$ cat config.mk
export PLATFORM = sky130hd
export DESIGN_NAME = mux4_1_arb
export DESIGN_NICKNAME = d
export VERILOG_FILES = /design/src/rtl/mux4_1_arb.sv
export SDC_FILE = /design/constraint.sdc
export NUM_CORES = 1
export LEC_CHECK = 0
export ABC_CLOCK_PERIOD_IN_PS = 2700
export BUFFER_PORTS_ARGS = -buffer_cell sky130_fd_sc_hd__buf_4
export CAP_MARGIN = 20
export CORE_AREA = 2 2 54 51
export DETAILED_ROUTE_END_ITERATION = 10
export DIE_AREA = 0 0 56 53
export GPL_TIMING_DRIVEN = 0
export MAX_ROUTING_LAYER = met4
export PLACE_DENSITY_LB_ADDON = 0.15
export SYNTH_ARGS = -nofsm -noshare
export SYNTH_HDL_FRONTEND = slang
export SYNTH_SLANG_ARGS = --single-unit
$ cat constraint.sdc
create_clock -name clk -period 2.7 [get_ports clk]
set_clock_uncertainty 0.2 [all_clocks]
set_input_delay 0.54 -clock clk [delete_from_list [all_inputs] [get_ports clk]]
set_output_delay 0.54 -clock clk [all_outputs]
set_load 0.02 [all_outputs]
$ cat src/rtl/mux4_1_arb.sv
// Round-robin 4:1 merge onto one registered, channel-tagged stream; one-cycle accept-to-output latency.
// The output register refills in the same cycle it drains; while it is full and stalled, no input is accepted.
module mux4_1_arb #(
  parameter int WIDTH = 8
) (
  input  logic               clk,
  input  logic               rst,
  input  logic [3:0]         in_valid,
  input  logic [4*WIDTH-1:0] in_data,
  output logic [3:0]         in_ready,
  output logic               out_valid,
  output logic [WIDTH-1:0]   out_data,
  output logic [1:0]         out_sel,
  input  logic               out_ready
);

  logic [1:0]       ptr_q, ptr_d;
  logic             out_valid_q, out_valid_d;
  logic [WIDTH-1:0] out_data_q, out_data_d;
  logic [1:0]       out_sel_q, out_sel_d;

  logic             load_ok;
  logic             grant_vld;
  logic [1:0]       grant_idx;
  logic [1:0]       scan_idx;
  logic [WIDTH-1:0] ch_data [4];

  assign load_ok = ~out_valid_q | out_ready;

  always_comb begin
    for (int i = 0; i < 4; i++) begin
      ch_data[i] = in_data[i*WIDTH +: WIDTH];
    end
  end

  // Scan from farthest to nearest so the channel closest to ptr is the last to write the grant.
  always_comb begin
    grant_vld = 1'b0;
    grant_idx = 2'd0;
    scan_idx  = 2'd0;
    for (int k = 3; k >= 0; k--) begin
      scan_idx = ptr_q + 2'(k);
      if (in_valid[scan_idx]) begin
        grant_vld = 1'b1;
        grant_idx = scan_idx;
      end
    end
  end

  assign in_ready = (grant_vld && load_ok && !rst) ? (4'b0001 << grant_idx) : 4'b0000;

  always_comb begin
    ptr_d       = ptr_q;
    out_valid_d = out_valid_q;
    out_data_d  = out_data_q;
    out_sel_d   = out_sel_q;
    if (grant_vld && load_ok) begin
      out_valid_d = 1'b1;
      out_data_d  = ch_data[grant_idx];
      out_sel_d   = grant_idx;
      ptr_d       = grant_idx + 2'd1;
    end else if (out_valid_q && out_ready) begin
      out_valid_d = 1'b0;
    end
  end

  always_ff @(posedge clk or posedge rst) begin
    if (rst) begin
      ptr_q       <= 2'd0;
      out_valid_q <= 1'b0;
      out_data_q  <= '0;
      out_sel_q   <= 2'd0;
    end else begin
      ptr_q       <= ptr_d;
      out_valid_q <= out_valid_d;
      out_data_q  <= out_data_d;
      out_sel_q   <= out_sel_d;
    end
  end

  assign out_valid = out_valid_q;
  assign out_data  = out_data_q;
  assign out_sel   = out_sel_q;

endmodule

Word level (Yosys, flattened, before mapping):

Index checks and enable logic that the tools add are counted.

* flip-flop bits (word level): 13
* bits of input ports: 39
* word-level logic and storage cells: 44

* add/subtract/negate cells: 4
* magnitude comparators: 5
* shift operators: 1
* muxes and demuxes: 22
* bitwise logic cells: 3
* reductions and logical operators: 5

Operator list (number)
* binary-select mux 8 bit (select 2 bit): 1
* two-way mux 8 bit: 2
* less-than comparator 2 x 3 -> 1 bit (second input constant): 4
* two-way mux 1 bit: 10
* binary-select mux 1 bit (select 2 bit): 4
* two-way mux 2 bit: 4
* adder 2 x 1 -> 2 bit (second input constant): 2
* adder 2 bit (second input constant): 2
* two-way mux 4 bit: 1
* left shift 1 x 2 -> 4 bit (first input constant): 1
* greater-or-equal comparator 3 bit (second input constant): 1
* logical AND 1 bit: 3
* NOT 2 -> 3 bit: 1
* nonzero test 2 bit: 1
* logical NOT 1 bit: 1
* NOT 1 bit: 1
* OR 1 bit: 1

Logic depth before layout (Yosys ltp):

* depth after elaboration: 11
* mapped depth: 8
* depth with buffers taken out: 5

Least setup slack after synthesis:

No wires, ideal clock.

* path kind: input-to-output
* from: input port in_valid[2]
* to: output port in_ready[1]
* arrival time: 1.881 ns
* required time: 1.960 ns
* path slack: 0.079 ns
* stages on the path: 6
* path buffers: 1
* cell sequence: nor2b_1 -> a221o_1 -> buf_2 -> nand2_4 -> nand2_1 -> nor3b_1

* cells in the longest elaborated chain, start to end: 9

Ends and longest elaborated chain
* start, declared: line 8 `input logic [3:0] in_valid,`
* binary-select mux 1 bit (select 2 bit): line 43 `if (in_valid[scan_idx]) begin`
* two-way mux 1 bit (not written as such): line 43
* two-way mux 1 bit (4 in series): line 43
* logical AND 1 bit (2 in series): line 50 `assign in_ready = (grant_vld && load_ok && !rst) ? (4'b0001 << grant_idx) : 4'b0000;`
* two-way mux 4 bit (*): line 50
* end, declared: line 10 `output logic [3:0] in_ready,`

Mark *: on every way between the ends. The rest lies on a longest branch, timed or not. The select of a mux whose other input is x is not followed.

Worst setup path after layout:

* from: input port in_valid[3]
* to: output port in_ready[1]

Same word-level chain as after synthesis.

==> out/qor.csv <==
metric,value,unit
top cell type's share of synthesized area,31.94,%
Synth Register Bits,13,
setup repair after global routing missed its margin,false,
WS Path Type,in -> out,
drt drc,0,
CTS tree,done,
yosys warns,0,
depth of the most critical reg-to-reg path,7,
Worst path most repeated cell,buf_4,
Slowest cell on crit path,or4_1,
DRT iter0 DRCs,19,
largest net degree at the start of global routing,14,
Final Hold Viols,0,
H-tree levels,1,
Post-Syn Area,0.001018,mm2
reg2reg end,out_data[2]$_DFFE_PP0P_,
# rows,17,
DRT antenna net count,0,
final worst path period share,96.77,%
FMAX,0.3827,GHz
core area,0.002382,mm2
Pleak,0.6896,nW
DR vias,1086,
Worst-Margin Slew,0.5353,ns
Initial Utilization,42.75,%
DR pass1 iterations,4,
Ports,54,
status,"finished, final reports clean",
"top cells by area, synth","dfrtp_1, a41oi_2, mux2i_1",
"Remaining Overflow, GRT",0,
hpwl dp,2256,um
Worst Hold Class,in -> async,
Synth Area per Inst,9.700,um2
WP data arrival,1.87,ns
Final Max Tran Viols,0,
Period minus WS final,2.613,ns
GPL Wtd Cong,0.8624,
Slew HR,64.27,%
Setup Viol. Count Final,0,
diodes inserted,0,
worst path cell trace,"buf_4, or4_1, and2_4, buf_4, nand2_2, nor3b_2, buf_4",
largest area contributor in the netlist,dfrtp_1,
CTS root buf,clkbuf_4,
number of different library cells in the post-synthesis netlist,27,
initial antenna violation count,0,
clk sinks,13,
crit-path max FO,10,
vias in the first global route,1016,
CTS max path bufs,2,
CP max stage delay,0.54,ns
sequential share of the synthesized area,31.94,%
power density over the cells,696.4,mW/mm2
via-per-instance ratio,5.656,
share of layout cells above drive strength 1,53.05,%
fin util,64.92,%
Clock transition at path regs,0.09,ns
Max IR drop VDD,0.0004661,V
first-pass GRT wire length,4781,um
Die W,56,um
total power,1.077,mW
CP required,1.96,ns
IO Port Bufs,53,
Post-Place Setup Slack,-0.04675,ns
Synth Instances,105,
area growth from synthesis to layout,51.84,%
Worst-Skew Late Latency,0.29,ns
final WL,3064,um
Max Cap Viol,0,
Critical Path Start Type,input pin,
average wire per standard cell,15.96,um
Post-Syn Nets,144,
GR Util All Layers,21.64,%
Setup WS post-layout,0.08708,ns
crit end category,output pin,
# nets final,204,
Fin Hold WS,0.1268,ns
overall die height,53,um
reg2reg setup slack,0.67,ns
reg-to-reg startpoint,ptr_q[1]$_DFFE_PP0P_,
TritonCTS Buffers,3,
Die ar.,0.002968,mm2
==> cells by family (layout without fill, tap and decap cells) <==
kind of cell,count (synthesis),in the layout,synth area share (%)
AND/OR/NAND/NOR,40,40,19.90
AO/OA/AOI/OAI,30,30,31.08
XOR/XNOR,1,1,0.8601
buffers and inverters,12,71,7.371
multiplexers,9,9,8.846
flip-flops,13,13,31.94
==> report_power, final <==
group	internal [mW]	switching, mW	total, mW	leakage (nW)
clock network	0.0575	0.0708	0.128	0.0150
registers	0.264	0.0512	0.315	0.154
logic	0.300	0.333	0.633	0.521
total	0.622	0.455	1.08	0.690
==> worst max-delay path by stage <==
stage / from / endpoint
after floorplan: in_valid[2] / in_ready[1]
after global placement: in_valid[3] / in_ready[3]
after detailed placement: in_valid[3] / in_ready[3]
after CTS: in_valid[0] / in_ready[3]
after global routing: ptr_q[1]$_DFFE_PP0P_ / in_ready[1]
final: in_valid[3] / in_ready[1]
==> through the flow <==
| stage | cells | TNS, ns | area, um2 |
|---|---|---|---|
| after global routing | 192 | 0 | 1546 |
| after detailed placement | 186 | -0.08045 | 1451 |
| after floorplan | 105 | 0 | 1018 |
| final | 192 | 0 | 1546 |
| after CTS | 192 | 0 | 1508 |
| after global placement | 186 | -0.1091 | 1451 |
==> flip-flops by register name (all words and copies together), names as in the netlist <==
name	flops
out_sel	2
ptr_q	2
out_valid	1
out_data	8
==> routing by layer <==
| layer | track usage (%) | part of all wire [%] |
|---|---|---|
| met2 | 36.86 | 52 |
| met3 | 4.645 | 6.1 |
| met1 | 25.90 | 41 |
| met5 | - | 0 |
| met4 | 7.143 | 0.95 |
==> cell type report <==
| cell class | count | area [um2] |
|---|---|---|
| Buffer | 9 | 67.56 |
| Clock buffer | 4 | 26.28 |
| Fill cell | 208 | 835.8 |
| Inverter | 2 | 7.507 |
| Multi-Input combinational cell | 80 | 663.1 |
| Sequential cell | 13 | 326.6 |
| Tap cell | 28 | 35.03 |
| Timing Repair Buffer | 56 | 420.4 |
==> layout by cell type (no fill, tap or decap), types with 2 or more instances in the layout <==
| master | Yosys | final |
|---|---|---|
| a221oi_1 | 8 | 8 |
| a41oi_2 | 8 | 8 |
| and2_4 | 1 | 2 |
| buf_2 | 6 | 3 |
| buf_4 | 0 | 58 |
| buf_6 | 3 | 3 |
| clkbuf_1 | 1 | 2 |
| clkbuf_4 | 0 | 3 |
| dfrtp_1 | 13 | 12 |
| inv_1 | 2 | 2 |
| mux2i_1 | 9 | 8 |
| nand2_1 | 17 | 16 |
| nand2b_1 | 3 | 3 |
| nand3_1 | 9 | 9 |
| nor2b_1 | 2 | 2 |
| nor3_2 | 0 | 2 |
| nor3b_2 | 0 | 2 |
| o211ai_1 | 8 | 8 |
==> cell usage after synthesis <==
cell      count
o22a_4        1
nor2b_1       2
and2_4        1
clkbuf_1      1
o21ai_1       1
xor2_1        1
inv_1         2
nand2_1      17
nor2_1        1
or4_1         1
a221oi_1      8
a21boi_1      1
dfrtp_1      13
and2_1        1
buf_2         6
nand2b_1      3
mux2i_1       9
nand2_4       1
o211ai_1      8
buf_6         3
nor3_1        2
nor3b_1       2
nand3_1       9
a221o_1       1
a41oi_2       8
a21oi_1       1
o21bai_2      1
==> critical path, delay by kind of cell <==
family	cells	cell delay [ns]
simple gates	4	0.88
buf+inv	3	0.45
==> repair_timing <==
action	4_1_cts	5_1_grt
pin swaps	1	0
hold buffers	0	0
gates cloned	0	0
buffers inserted	2	1
endpoints found under the setup margin	4	4
resized for setup	5	11
Power figures use the tool's default switching activity.
